File: config.mk
export PLATFORM = sky130hd
export DESIGN_NAME = mem_controller
export DESIGN_NICKNAME = d
export VERILOG_FILES = /design/src/rtl/mem_controller.sv
export SDC_FILE = /design/constraint.sdc
export NUM_CORES = 1
export LEC_CHECK = 0
export ABC_AREA = 1
export CORE_MARGIN = 4
export CORE_UTILIZATION = 45
export CTS_CLUSTER_SIZE = 30
export DETAILED_ROUTE_END_ITERATION = 10
export PLACE_DENSITY = 0.58
export SYNTH_ARGS = -nofsm -noshare
export SYNTH_HDL_FRONTEND = slang
export SYNTH_SLANG_ARGS = --single-unit
export TNS_END_PERCENT = 50
File: constraint.sdc
create_clock -name mc_clk -period 2.5 [get_ports mc_clk]
set_input_delay 0.25 -clock mc_clk [delete_from_list [all_inputs] [get_ports mc_clk]]
set_output_delay 0.25 -clock mc_clk [all_outputs]
set_load 0.1 [all_outputs]
File: src/rtl/mem_controller.sv
// Memory controller: buffers a burst into a local RAM on the store command,
// then hands the stored words one at a time to the processing register.
module mem_controller #(
  parameter int DATA_W = 8,
  parameter int ADDR_W = 6
) (
  input  logic              mc_clk,
  input  logic              mc_reset,
  input  logic [2:0]        ctrl_data_contition,
  input  logic [5:0]        mc_data_length,
  input  logic [DATA_W-1:0] mc_data_in,
  input  logic              mc_data_valid,
  output logic              mc_data_ready,
  input  logic              procc_done,
  output logic [DATA_W-1:0] mc_reg_data,
  output logic              mc_done,
  output logic              mc_data_done
);

  localparam int DEPTH = 2 ** ADDR_W;

  typedef enum logic [2:0] {
    S_IDLE,
    S_STORE,
    S_STORED,
    S_FETCH_RD,
    S_FETCH_LD,
    S_WAIT_ACK,
    S_PROC
  } state_t;

  // Illegal condition codes collapse to CMD_NONE.
  typedef enum logic [1:0] {
    CMD_NONE,
    CMD_STORE,
    CMD_XFER,
    CMD_PROC
  } cmd_t;

  state_t              state, state_nxt;
  cmd_t                cmd;
  logic [ADDR_W-1:0]   len, len_nxt;
  logic [ADDR_W-1:0]   wr_ptr, wr_ptr_nxt;
  logic [ADDR_W-1:0]   rd_ptr, rd_ptr_nxt;
  logic [ADDR_W-1:0]   wr_ptr_inc, rd_ptr_inc;
  logic                last_fetched, last_fetched_nxt;
  logic [DATA_W-1:0]   reg_data_nxt;
  logic                done_nxt;
  logic                ram_we, ram_re;
  logic                drop;
  logic [DATA_W-1:0]   ram [DEPTH];
  logic [DATA_W-1:0]   rd_data;

  always_comb begin
    unique case (ctrl_data_contition)
      3'b100:  cmd = CMD_STORE;
      3'b010:  cmd = CMD_XFER;
      3'b001:  cmd = CMD_PROC;
      default: cmd = CMD_NONE;
    endcase
  end

  assign wr_ptr_inc = wr_ptr + ADDR_W'(1);
  assign rd_ptr_inc = rd_ptr + ADDR_W'(1);

  // STORE handles its own abort (any non-store code, no mc_done); IDLE has nothing to drop.
  assign drop = (state != S_IDLE) && (state != S_STORE) && (cmd == CMD_NONE);

  always_comb begin
    // NOTE: every signal written here gets a default first so no latch is inferred.
    state_nxt        = state;
    len_nxt          = len;
    wr_ptr_nxt       = wr_ptr;
    rd_ptr_nxt       = rd_ptr;
    last_fetched_nxt = last_fetched;
    reg_data_nxt     = mc_reg_data;
    done_nxt         = 1'b0;
    ram_we           = 1'b0;
    ram_re           = 1'b0;

    if (drop) begin
      state_nxt        = S_IDLE;
      wr_ptr_nxt       = '0;
      rd_ptr_nxt       = '0;
      last_fetched_nxt = 1'b0;
    end else begin
      unique case (state)
        S_IDLE: begin
          if (cmd == CMD_STORE) begin
            len_nxt          = ADDR_W'(mc_data_length);
            wr_ptr_nxt       = '0;
            rd_ptr_nxt       = '0;
            last_fetched_nxt = 1'b0;
            if (mc_data_length != '0) begin
              state_nxt = S_STORE;
            end else begin
              done_nxt  = 1'b1;
              state_nxt = S_STORED;
            end
          end
        end

        S_STORE: begin
          if (cmd != CMD_STORE) begin
            state_nxt  = S_IDLE;
            wr_ptr_nxt = '0;
            rd_ptr_nxt = '0;
          end else if (mc_data_valid) begin
            ram_we     = 1'b1;
            wr_ptr_nxt = wr_ptr_inc;
            if (wr_ptr_inc == len) begin
              done_nxt  = 1'b1;
              state_nxt = S_STORED;
            end
          end
        end

        // The store command is still present while mc_done is high; only a transfer moves on.
        S_STORED: begin
          if (cmd == CMD_XFER) state_nxt = S_FETCH_RD;
        end

        S_FETCH_RD: begin
          ram_re    = (len != '0);
          state_nxt = S_FETCH_LD;
        end

        S_FETCH_LD: begin
          done_nxt   = 1'b1;
          rd_ptr_nxt = rd_ptr_inc;
          state_nxt  = S_WAIT_ACK;
          if (len == '0) begin
            reg_data_nxt     = '0;
            last_fetched_nxt = 1'b1;
          end else begin
            reg_data_nxt     = rd_data;
            last_fetched_nxt = last_fetched | (rd_ptr_inc == len);
          end
        end

        // Transfer is still asserted during the mc_done cycle and must not start another fetch.
        S_WAIT_ACK: begin
          if (cmd == CMD_PROC) state_nxt = S_PROC;
        end

        S_PROC: begin
          if (cmd == CMD_XFER) state_nxt = S_FETCH_RD;
        end

        default: state_nxt = S_IDLE;
      endcase
    end
  end

  always_ff @(posedge mc_clk or negedge mc_reset) begin
    if (!mc_reset) begin
      state        <= S_IDLE;
      len          <= '0;
      wr_ptr       <= '0;
      rd_ptr       <= '0;
      last_fetched <= 1'b0;
      mc_reg_data  <= '0;
      mc_done      <= 1'b0;
    end else begin
      // NOTE: non-blocking assignments so every register samples pre-edge values.
      state        <= state_nxt;
      len          <= len_nxt;
      wr_ptr       <= wr_ptr_nxt;
      rd_ptr       <= rd_ptr_nxt;
      last_fetched <= last_fetched_nxt;
      mc_reg_data  <= reg_data_nxt;
      mc_done      <= done_nxt;
    end
  end

  // NOTE: the RAM array has no reset; stale contents are unreachable once pointers clear.
  always_ff @(posedge mc_clk) begin
    if (ram_we) ram[wr_ptr] <= mc_data_in;
    if (ram_re) rd_data <= ram[rd_ptr];
  end

  assign mc_data_ready = (state == S_STORE);
  assign mc_data_done  = last_fetched && (cmd == CMD_PROC) && procc_done && (state == S_PROC);

endmodule

# After elaboration in Yosys (flattened, before gate mapping)
# Memories as Yosys holds them, arrays and structs flattened. A register that Yosys moved wholly into a read port is not among the register bits.
# Index checks and enable logic that the tools add are counted.
[totals]
out_inout_bits = 11
register_bits = 31
memories = 1
word_cells = 93
ramBits = 512
inputBits = 21
[op_classes]
reduce_logical = 21
bitwise = 2
n_addsub = 2
eq_ne = 22
muxes = 38
[mem_list]
columns = ["memory", "depth", "word_bits", "read_ports", "rd_ports_with_merged_regs", "write_ports", "line", "source"]
rows = [
  ["ram", 64, 8, 1, 1, 1, "51", "logic [DATA_W-1:0] ram [DEPTH];"],
]
[op_table]
columns = ["cell", "n"]
rows = [
  ["$mux W6", 6],
  ["$mux W3", 7],
  ["$pmux W3 S6", 1],
  ["$pmux W6 S3", 1],
  ["$mux W1", 17],
  ["$add A6 B1 Y6 const B", 2],
  ["$eq A3 B3 Y1 const B", 4],
  ["$eq A6 B6 Y1", 2],
  ["$pmux W6 S2", 1],
  ["$reduce_bool A6 Y1", 2],
  ["$eq A3 B2 Y1 const B", 3],
  ["$ne A3 B1 Y1 const B", 3],
  ["$reduce_and A3 Y1", 3],
  ["$reduce_bool A3 Y1", 3],
  ["$mux W8", 1],
  ["$eq A3 B1 Y1 const B", 2],
  ["$logic_not A6 Y1", 1],
  ["$ne A3 B3 Y1 const B", 2],
  ["$pmux W2 S3", 1],
  ["$logic_and A1 B1 Y1", 5],
  ["$reduce_and A5 Y1", 1],
  ["$eq A2 B2 Y1 const B", 2],
  ["$ne A4 B1 Y1 const B", 1],
  ["$ne A4 B2 Y1 const B", 1],
  ["other kinds (12)", 13],
]

# Logic depth before layout (Yosys ltp)
# Gate-level depths: netlist of the first run.
[depth]
depth_word = 8
mapped_depth = 13
depth_no_buf = 13

# Least setup slack after synthesis of the first run
# No wires, ideal clock.
[synth_path]
kind = "flip-flop to output port"
startpoint = "register state[0]"
endpoint = "output mc_data_done"
arrival_time_ns = 2.661
required_time_ns = 2.250
path_slack_ns = -0.411
path_buffers = 0
stages_incl_launch_ff = 4
path_cell_list = "dfrtp_1 -> inv_1 -> nand2_1 -> nor3_1"
[synth_via]
elab_chain_len = 2
[synth_lines]
columns = ["item", "line", "source"]
rows = [
  ["start, declared", "40", "state_t state, state_nxt;"],
  ["start signal, assigned", "166", "state <= state_nxt;"],
  ["$eq A3 B3 Y1", "183", "assign mc_data_done = last_fetched && (cmd == CMD_PROC) && procc_done && (state == S_PROC);"],
  ["$logic_and A1 B1 Y1", "183", ""],
  ["end, declared", "17", "output logic mc_data_done"],
]
# No other way between the ends.

# Worst setup path in the final report of the first run
[layout_path]
startpoint = "register state[1]"
endpoint = "memory ram[52][7], enable pin"
[layout_via]
elab_chain_len = 6
elab_cells_between_ends = 9
cone_classes = "eq/ne: 2; mux: 4; reduce/logical: 3"
[layout_lines]
columns = ["item", "line", "source"]
rows = [
  ["$ne A3 B1 Y1 / $reduce_bool A3 Y1 (equally long branches)", "67", "assign drop = (state != S_IDLE) && (state != S_STORE) && (cmd == CMD_NONE);"],
  ["$logic_and A1 B1 Y1 (2 in a row)", "67", ""],
  ["$mux W1 *", "81", "if (drop) begin"],
  ["$mux W1 *", "178", "if (ram_we) ram[wr_ptr] <= mc_data_in;"],
  ["$mux W1 (implied by the code) *", "178", ""],
  ["end, declared", "51", ""],
]
# Mark *: on every way between the ends. The rest lies on a longest branch, timed or not.

==> flow_summary_export.csv, run 1 <==
group,metric,value,unit
status,outcome,"complete, no violations",
critical_path,critPathMaxFanout,8,
drt,drc,0,
drt,drt-total-wl,62100,um
synth,synth_area,23100,um2
sta,slew_viol_final,0,
cells_and_area,drive_gt1_frac,0.111,
cells_and_area,instances_no_fill,2888,
placed_design,globalplace.congestion,0.872,
critical_path,cp_slowest_cell,"dfrtp_1",
synth,synth_top_cell_by_area,"edfxtp_1",
drt,dr.pass1.iters,6,
synth,yosys.area.top_type_share,0.676,
cells_and_area,finalCoreUtilization,0.526,
floorplan,die_area,55000,um2
sta,max_slew_margin,0.539,
sta,setup_viol,0,
clocking,clk_pin_slew_worst_paths,0.07,ns
synth,ys_async_sr_fraction,0.0563,
sta,hold_ws,0.0489,ns
clocking,hold_buffers,1,
placed_design,dp_hpwl,38700,um
clocking,clkLatencyLatePin,0.61,ns
clocking,post_cts_buffers,0,
floorplan,die_w,235,um
critical_path,crit_type,"register to register",
floorplan,io_pins,32,
critical_path,arrival,2.55,ns
placed_design,portBuffers,31,
global_routing,grt_start_max_net_pins,129,
sta,worstMarginPinSlew,0.691,ns
sta,min_period,2.23,ns
synth,synth-edff-count,520,
clocking,clkSinkCount,551,
clocking,clockBufferDepth,3,
synth,synth_flop_cell,"edfxtp_1",
power,pwr-share-comb,0.098,
floorplan,initial_core_util,0.457,
power,clkPwrFrac,0.400,
placed_design,dp_cells,2788,
power,leakagePower,9.93,nW
synth,synthCells,2085,
synth,synth-seq-area-share,0.710,
synth,syn_nets,2108,
critical_path,critPathLaunch,"state[1]",
critical_path,reg2reg_from,"state[1]",
drt,avgViaCountPerCell,5.47,
sta,hold_viol_final,0,
critical_path,setup.worst_path.start_class,"register",
job,drv_cap,0,
cells_and_area,area_growth,15.1,%
synth,synth_cell_types,32,
power,powerDensity,776,nW/um2
sta,skew,0.0229,ns
power,net-switching-power,5.03,mW
synth,ys_top_cells_by_area,"edfxtp_1 (68%), nand2_1 (12%), nand3_1 (10%)",
global_routing,antenna_found_initial,0,
synth,syn_avg_cell_area,11.1,um2
cells_and_area,final_cell_area,26600,um2
clocking,cts_buffers,55,
sta,timing.fmax,448,MHz
synth,ys_warn_count,0,
synth,synthTopCellsByCount,"nand2_1 (756), edfxtp_1 (520), nand3_1 (476)",
power,power.internal,15.6,mW
placed_design,dpl_cell_area,24800,um2
sta,finalCritPeriodShare,0.894,
power,power_frac_seq,0.503,
synth,ys_ff_latch,551,
global_routing,first_global_vias,15252,
hold_path,hold_path.class,"input port to async pin",
critical_path,worstPathCellList,"nor2_2 > nand2_2 > nor2_4 > inv_2 > nor2_8 > nand2_2 > inv_2 > nand3_2 > nor2_1 > buf_4",
global_routing,grt_pass1_wl,93200,um
drt,vias,15788,
cells_and_area,final_nets,2197,
critical_path,worst_setup_path_end_kind,"register",
drt,wl_per_cell,21.5,um
critical_path,required,2.82,ns
clocking,cts_tree,"built",
cells_and_area,antenna_cells,0,
synth,post-synth-top-count-cell,"nand2_1",
sta,rsz0062_at_grt,"no",
sta,finalSetupTns,0,ns
floorplan,core,50500,um2
clocking,htreeDepth,2,
drt,ant_nets,0,
floorplan,rows,82,
drt,drtIter0Drc,1607,
floorplan,die_h,235,um
power,p_sw_frac,0.244,
global_routing,grt_usage,0.227,
critical_path,critical-path-max-stage-delay,0.43,ns
clocking,cts.repair.resized,0,
power,irDropWorstVdd,0.000838,V
global_routing,grt_overflow,0,
clocking,clockRootBuffer,"clkbuf_16",
## cells by family (layout without fill, tap and decap cells)
family,after synthesis,after routing,synth area share
AND/OR/NAND/NOR,1336,1336,0.248
XOR/XNOR,3,3,0.00114
adder cells (fa/ha/maj),2,2,0.00108
buffers and inverters,170,301,0.0338
AO/OA/AOI/OAI,23,23,0.00558
flip-flops,551,551,0.710
## power by group through the flow
stage | registers [mW] | clock network, mW | logic, mW
2_1_floorplan | 10.7 | 0 | 1.07
3_3_place_gp | 10.6 | 0 | 2.01
3_5_place_dp | 10.6 | 0 | 2.01
4_1_cts | 10.4 | 8.42 | 2.02
5_1_grt | 10.4 | 8.82 | 2.21
6_report | 10.4 | 8.24 | 2.01
## worst paths after layout
kind / endpoint / slack (ns) / cells past startpoint
max: ram[52][7] / 0.27 / 10
min: mc_reg_data[5] / 0.05 / 2
max reg2reg: ram[52][7] / 0.27 / 10
min reg2reg: mc_reg_data[4] / 0.48 / 2
max in group asynchronous: rd_ptr[1] / 2.10 / 2
min in group mc_clk: ram[24][0] / 0.19 / 2
## routing by layer
layer / global-route usage / part of all wire / up-vias / wire length (um)
li1: - / - / 7413 / -
met2: 0.367 / 0.47 / 605 / 29300
met1: 0.317 / 0.42 / 7635 / 26100
met5: 0 / 0 / - / 0
met3: 0.0344 / 0.070 / 135 / 4370
met4: 0.0764 / 0.037 / 0 / 2310
## cells in the final DEF (no fill, tap or decap), types with 12 or more instances in the layout
| cell type | instances |
|---|---|
| edfxtp_1 | 520 |
| clkinv_1 | 12 |
| nand3_1 | 476 |
| buf_12 | 22 |
| dfrtp_1 | 28 |
| clkdlybuf4s50_1 | 12 |
| nor2_1 | 73 |
| clkbuf_16 | 55 |
| buf_4 | 107 |
| nand2_1 | 756 |
| inv_1 | 38 |
| clkbuf_1 | 14 |
## cell type report
cell class	count	area [um2]
inverters	52	203
clock inverters	30	364
well taps	672	841
multi-input cells	1364	5920
repair buffers	150	1410
flip-flops and latches	551	16400
clock buffers	69	1430
fillers	4434	23900
## per-stage QoR
stage	setup slack, ns	total power, mW
finish	0.266	20.6
global route	0.0784	21.4
CTS	0.256	20.8
detailed placement	0.0936	12.6
global placement	0.0684	12.6
floorplan	0.413	11.8
## state kept, by name, summed over array words and instances, names as in the netlist
name          flops
wr_ptr            6
state             3
mc_reg_data       8
rd_ptr            6
last_fetched      1
ram             512
rd_data           8
len               6
mc_done           1
## worst max-delay path, delay by kind of cell, from the launching register on
kind,cells,cell delay [ns]
simple gates,7,1.15
buf+inv,3,0.37
flops,1,0.43
(Power assumes the default switching activity.)
==> inputs of run 2 (changes only) <==
- clock period: 2.5 -> 2.8 ns (I/O delays scaled with it)
==> run 2 against run 1 <==
Flip-flop and latch count did not move. Clock skew fell by 0.013 ns. Global-route usage fell by 0.65 points. Final area fell by 0.99%. Clock-buffer cell count rose by 10. Critical path type unchanged.
==> flow_summary_export.csv, run 2 (synthesized netlist as in run 1, its figures left out) <==
group,metric,value,unit
status,outcome,"complete, no violations",
cells_and_area,final_cell_mix,"nand2_1 (756), edfxtp_1 (520), nand3_1 (476)",
drt,vias,15665,
sta,worstMarginPinSlew,0.803,ns
clocking,cts_buffers,55,
power,clkPwrFrac,0.386,
clocking,hold_buffers,0,
cells_and_area,final_common_cell,"nand2_1",
clocking,clk_pin_slew_worst_paths,0.06,ns
sta,min_period,2.32,ns
critical_path,arrival,2.63,ns
floorplan,initial_core_util,0.457,
power,leakagePower,9.80,nW
sta,hold_viol_final,0,
job,drv_cap,0,
critical_path,path_buf_inv,2,
cells_and_area,drive_gt1_frac,0.104,
global_routing,grt_overflow,0,
global_routing,antenna_found_initial,0,
sta,rsz0062_at_grt,"no",
cells_and_area,largest_reg_flops,512,
clocking,clkLatencyLatePin,0.59,ns
cells_and_area,final_nets,2189,
sta,max_slew_margin,0.464,
clocking,clockBufferDepth,3,
clocking,cts.repair.resized,0,
power,power_frac_seq,0.516,
critical_path,required,3.11,ns
placed_design,portBuffers,31,
clocking,clockRootBuffer,"clkbuf_16",
drt,dr.pass1.iters,5,
floorplan,core,50500,um2
drt,drtIter0Drc,1447,
sta,slew_viol_final,0,
sta,finalSetupTns,0,ns
power,powerDensity,683,nW/um2
floorplan,die_h,235,um
critical_path,crit_path_frequent_cell,"nand2_2",
cells_and_area,antenna_cells,0,
clocking,clkSinkCount,551,
floorplan,die_area,55000,um2
floorplan,io_pins,32,
sta,hold_ws,0.0531,ns
sta,finalCritPeriodShare,0.828,
power,power.internal,13.5,mW
power,p_sw_frac,0.246,
cells_and_area,fillers,4426,
global_routing,grt_pass1_wl,90500,um
hold_path,hold_path.class,"input port to async pin",
global_routing,first_global_vias,15173,
cells_and_area,largest_registers,"ram x512, mc_reg_data x8, rd_data x8",
critical_path,critical-path-max-stage-delay,0.42,ns
clocking,cts_tree,"built",
critical_path,critical_path.top_delay_family,"simple AND/OR/NAND/NOR gates",
global_routing,grt_start_max_net_pins,164,
critical_path,worstPathCellList,"nor2_2 > nand2_2 > nor2_4 > inv_2 > nor2_8 > nand2_2 > nor2_4 > nand2_2 > nor2_1 > buf_4",
power,irDropWorstVdd,0.000519,V
clocking,htreeDepth,2,
sta,skew,0.0104,ns
critical_path,crit_type,"register to register",
cells_and_area,area_growth,13.9,%
sta,timing.fmax,431,MHz
placed_design,globalplace.congestion,0.864,
critical_path,critPathMaxFanout,7,
cells_and_area,largest-register,"ram",
drt,ant_nets,0,
drt,wl_per_cell,21.1,um
critical_path,worst_setup_path_end_kind,"register",
critical_path,cp_slowest_cell,"dfrtp_1",
global_routing,grt_usage,0.220,
sta,setup_viol,0,
drt,drt-total-wl,60800,um
placed_design,dp_hpwl,37100,um
drt,drc,0,
power,pwr-share-comb,0.099,
floorplan,die_w,235,um
floorplan,rows,82,
drt,avgViaCountPerCell,5.44,
critical_path,setup.worst_path.start_class,"register",
clocking,post_cts_buffers,0,
power,net-switching-power,4.41,mW
## run 2: power groups by stage
| stage | clock [mW] | combinational (mW) | sequential [mW] |
|---|---|---|---|
| 2_1_floorplan | 0 | 0.953 | 9.58 |
| 3_3_place_gp | 0 | 1.76 | 9.44 |
| 3_5_place_dp | 0 | 1.77 | 9.44 |
| 4_1_cts | 7.09 | 1.77 | 9.26 |
| 5_1_grt | 7.42 | 1.93 | 9.27 |
| 6_report | 6.92 | 1.77 | 9.26 |
## run 2: stage by stage
| step | util | worst slack, ns | cells | cell area [um2] | total power [mW] |
|---|---|---|---|---|---|
| 2_1_floorplan | - | 0.699 | 2085 | 23100 | 10.5 |
| 3_3_place_gp | 0.488 | 0.304 | 2781 | 24600 | 11.2 |
| 3_5_place_dp | 0.488 | 0.262 | 2781 | 24600 | 11.2 |
| 4_1_cts | 0.521 | 0.501 | 2881 | 26300 | 18.1 |
| 5_1_grt | 0.521 | 0.278 | 2881 | 26300 | 18.6 |
| 6_report | 0.521 | 0.482 | 2881 | 26300 | 18.0 |
## run 2: final timing paths
path                                startpoint             end  slack, ns  cells past startpoint
worst min register to register  mc_reg_data[1]  mc_reg_data[1]       0.48                      2
min in group mc_clk              mc_data_in[1]      ram[27][1]       0.21                      1
worst max register to register        state[1]      ram[46][1]       0.48                     10
worst min-delay path                  mc_reset  mc_reg_data[1]       0.05                      1
max in group asynchronous             mc_reset          len[0]       2.14                      2
worst max-delay path                  state[1]      ram[46][1]       0.48                     10
## run 2: worst reg2reg max path, cell delays in order, from the launching register on
cell	delay [ns]
dfrtp_1	0.42
nor2_2	0.20
nand2_2	0.11
nor2_4	0.15
inv_2	0.09
nor2_8	0.14
nand2_2	0.12
nor2_4	0.13
nand2_2	0.16
nor2_1	0.29
buf_4	0.21
## run 2: final cells by class
| class | instances | area, um2 | area share |
|---|---|---|---|
| inverter | 52 | 203 | 0.00770 |
| tap | 672 | 841 | 0.0320 |
| timing repair buffer | 142 | 1260 | 0.0480 |
| clock buffer | 79 | 1540 | 0.0585 |
| sequential | 551 | 16400 | 0.623 |
| clock inverter | 21 | 141 | 0.00537 |
| multi-input combinational | 1364 | 5920 | 0.225 |
## run 2: metal layers
layer  GRT usage  wire (um)  up-vias  part of all wire
met4      0.0604       1360        0             0.022
li1            -          -     7392                 -
met3      0.0326       3750       95             0.062
met2       0.369      29700      521              0.49
met5           0          0        -                 0
met1       0.303      26000     7657              0.43
==> inputs of run 3 (changes only) <==
- clock period: 2.8 -> 2.4 ns (I/O delays scaled with it)
==> run 3 against run 2 <==
Non-clock buffer count increased by 18. Combinational power increased by 18%. Total power increased by 21%. Flip-flop and latch count unchanged. Clock skew is 0.023 ns higher. Final cell count increased by 0.69%. Wire length up 0.88%. Via count is 0.48% higher. Maximum frequency up 7.3%. Critical path depth fell by 1. Sequential share of layout area down 1.1 points. Core utilization is 0.92 points higher. Critical path type unchanged. Largest cell class unchanged. Highest routed layer is now met5.
==> flow_summary_export.csv, run 3 (synthesized netlist as in run 1, its figures left out) <==
group,metric,value,unit
clocking,cts_tree,"built",
drt,drc,0,
cells_and_area,largest_registers,"ram x512, mc_reg_data x8, rd_data x8",
clocking,clockBufferDepth,3,
hold_path,holdPathEnd,"ram[24][1]",
critical_path,ff2ff_path_depth,9,
drt,wl_per_cell,21.1,um
power,leakagePower,10.0,nW
floorplan,die_w,235,um
floorplan,core,50500,um2
power,powerDensity,814,nW/um2
cells_and_area,instances_no_fill,2901,
placed_design,globalplace.congestion,0.881,
power,irDropWorstVdd,0.000738,V
cells_and_area,fillers,4372,
global_routing,antenna_found_initial,1,
drt,drtIter0Drc,1410,
critical_path,reg2reg_from,"rd_ptr[1]",
critical_path,required,2.75,ns
clocking,clk_pin_slew_worst_paths,0.06,ns
critical_path,crit_type,"register to register",
critical_path,worst_setup_path_end_kind,"register",
sta,setup_viol,0,
cells_and_area,drive_gt1_frac,0.117,
critical_path,arrival,2.51,ns
floorplan,rows,82,
sta,min_period,2.16,ns
job,drv_cap,0,
cells_and_area,final_cell_area,26800,um2
clocking,clockRootBuffer,"clkbuf_16",
clocking,cts.repair.resized,0,
sta,worstMarginPinSlew,0.661,ns
drt,vias,15740,
global_routing,grt_pass1_wl,91900,um
global_routing,grt_start_max_net_pins,82,
critical_path,setup.worst_path.start_class,"register",
sta,skew,0.0334,ns
clocking,clkLatencyLatePin,0.62,ns
sta,finalSetupTns,0,ns
sta,finalCritPeriodShare,0.900,
cells_and_area,antenna_cells,0,
drt,ant_nets,0,
floorplan,initial_core_util,0.457,
cells_and_area,area_growth,16.0,%
sta,slew_viol_final,0,
placed_design,dpl_cell_area,24900,um2
cells_and_area,largest_reg_flops,512,
global_routing,busiest_layer,"met2",
status,outcome,"complete, no violations",
floorplan,die_h,235,um
hold_path,worstHoldPathCells,2,
hold_path,hold_path.class,"input port to register",
clocking,cts_buffers,56,
drt,dr.pass1.iters,5,
clocking,clkSinkCount,551,
cells_and_area,largest-register,"ram",
cells_and_area,final_cell_mix,"nand2_1 (756), edfxtp_1 (520), nand3_1 (476)",
critical_path,r2r_end,"rd_data[4]",
drt,drt-total-wl,61400,um
clocking,htreeDepth,2,
sta,hold_viol_final,0,
placed_design,dp_cells,2796,
global_routing,grt_usage,0.224,
sta,max_slew_margin,0.559,
floorplan,die_area,55000,um2
global_routing,first_global_vias,15186,
sta,timing.fmax,463,MHz
power,finalPower,21.8,mW
sta,rsz0062_at_grt,"no",
drt,avgViaCountPerCell,5.43,
placed_design,portBuffers,31,
hold_path,hp-start,"mc_data_in[1]",
global_routing,grt_overflow,0,
critical_path,critPathMaxFanout,27,
cells_and_area,final_nets,2208,
critical_path,rrSetupSlack,0.24,ns
global_routing,grt_util_met1,0.309,
floorplan,io_pins,32,
global_routing,grtUsageMet2,0.367,
cells_and_area,final_common_cell,"nand2_1",
placed_design,dp_hpwl,37300,um
global_routing,use_met3,0.0401,
## run 3: cell count changes in the layout (fill, tap and decap cells not counted), sizes merged
cell and change:
clkinvlp +3, dlygate4sd3 +3, inv +3, bufinv +7, clkinv +5, buf +15
clkbuf -16
## run 3: final cells by class
class                      instances  area [um2]  share of cell area
timing repair buffer             160        1530              0.0572
clock buffer                      63        1430              0.0533
inverter                          52         203             0.00757
tap                              672         841              0.0314
sequential                       551       16400               0.613
clock inverter                    39         449              0.0168
multi-input combinational       1364        5920               0.221
## run 3: how the worst max path moves through the flow
| stage | slack, ns | endpoint | from |
|---|---|---|---|
| finish | 0.24 | rd_data[4] | rd_ptr[1] |
| global route | 0.07 | ram[34][5] | state[1] |
| CTS | 0.26 | rd_data[4] | rd_ptr[1] |
| detailed placement | 0.11 | ram[35][5] | ctrl_data_contition[0] |
| global placement | 0.11 | ram[38][2] | ctrl_data_contition[0] |
| floorplan | 0.31 | ram[47][0] | state[1] |
## run 3: repair_timing
item                                   CTS  global route
endpoints found under the hold margin    7             0
hold buffers                             3             0
buffers inserted                         0             0
## run 3: layer usage
layer	part of all wire	wire length (um)	up-vias
met5	0.00028	17	-
met4	0.026	1620	2
met3	0.072	4390	113
met2	0.47	29100	588
met1	0.43	26200	7598
li1	-	-	7439
## run 3: critical path, stage by stage (launching register included)
cell and delay [ns]:
dfrtp_4 0.52, inv_4 0.20, buf_4 0.34, nand3_1 0.18, nand3_1 0.10, nand2_1 0.07, nand2_1 0.06, nand3_1 0.15
nand3_1 0.13, nand2_1 0.12
## run 3: report_power, final
group / internal [mW] / switching [mW]
Clock: 5.25 / 3.66
Sequential: 10.6 / 0.150
Combinational: 0.544 / 1.55
Total: 16.4 / 5.36
## run 3: per-stage QoR
step,utilization,worst slack [ns],hold slack (ns)
after global placement,0.493,0.110,0.462
final,0.530,0.240,0.119
after global routing,0.530,0.0650,0.126
after floorplan,-,0.313,-0.0556
after CTS,0.530,0.255,0.149
after detailed placement,0.493,0.114,0.468
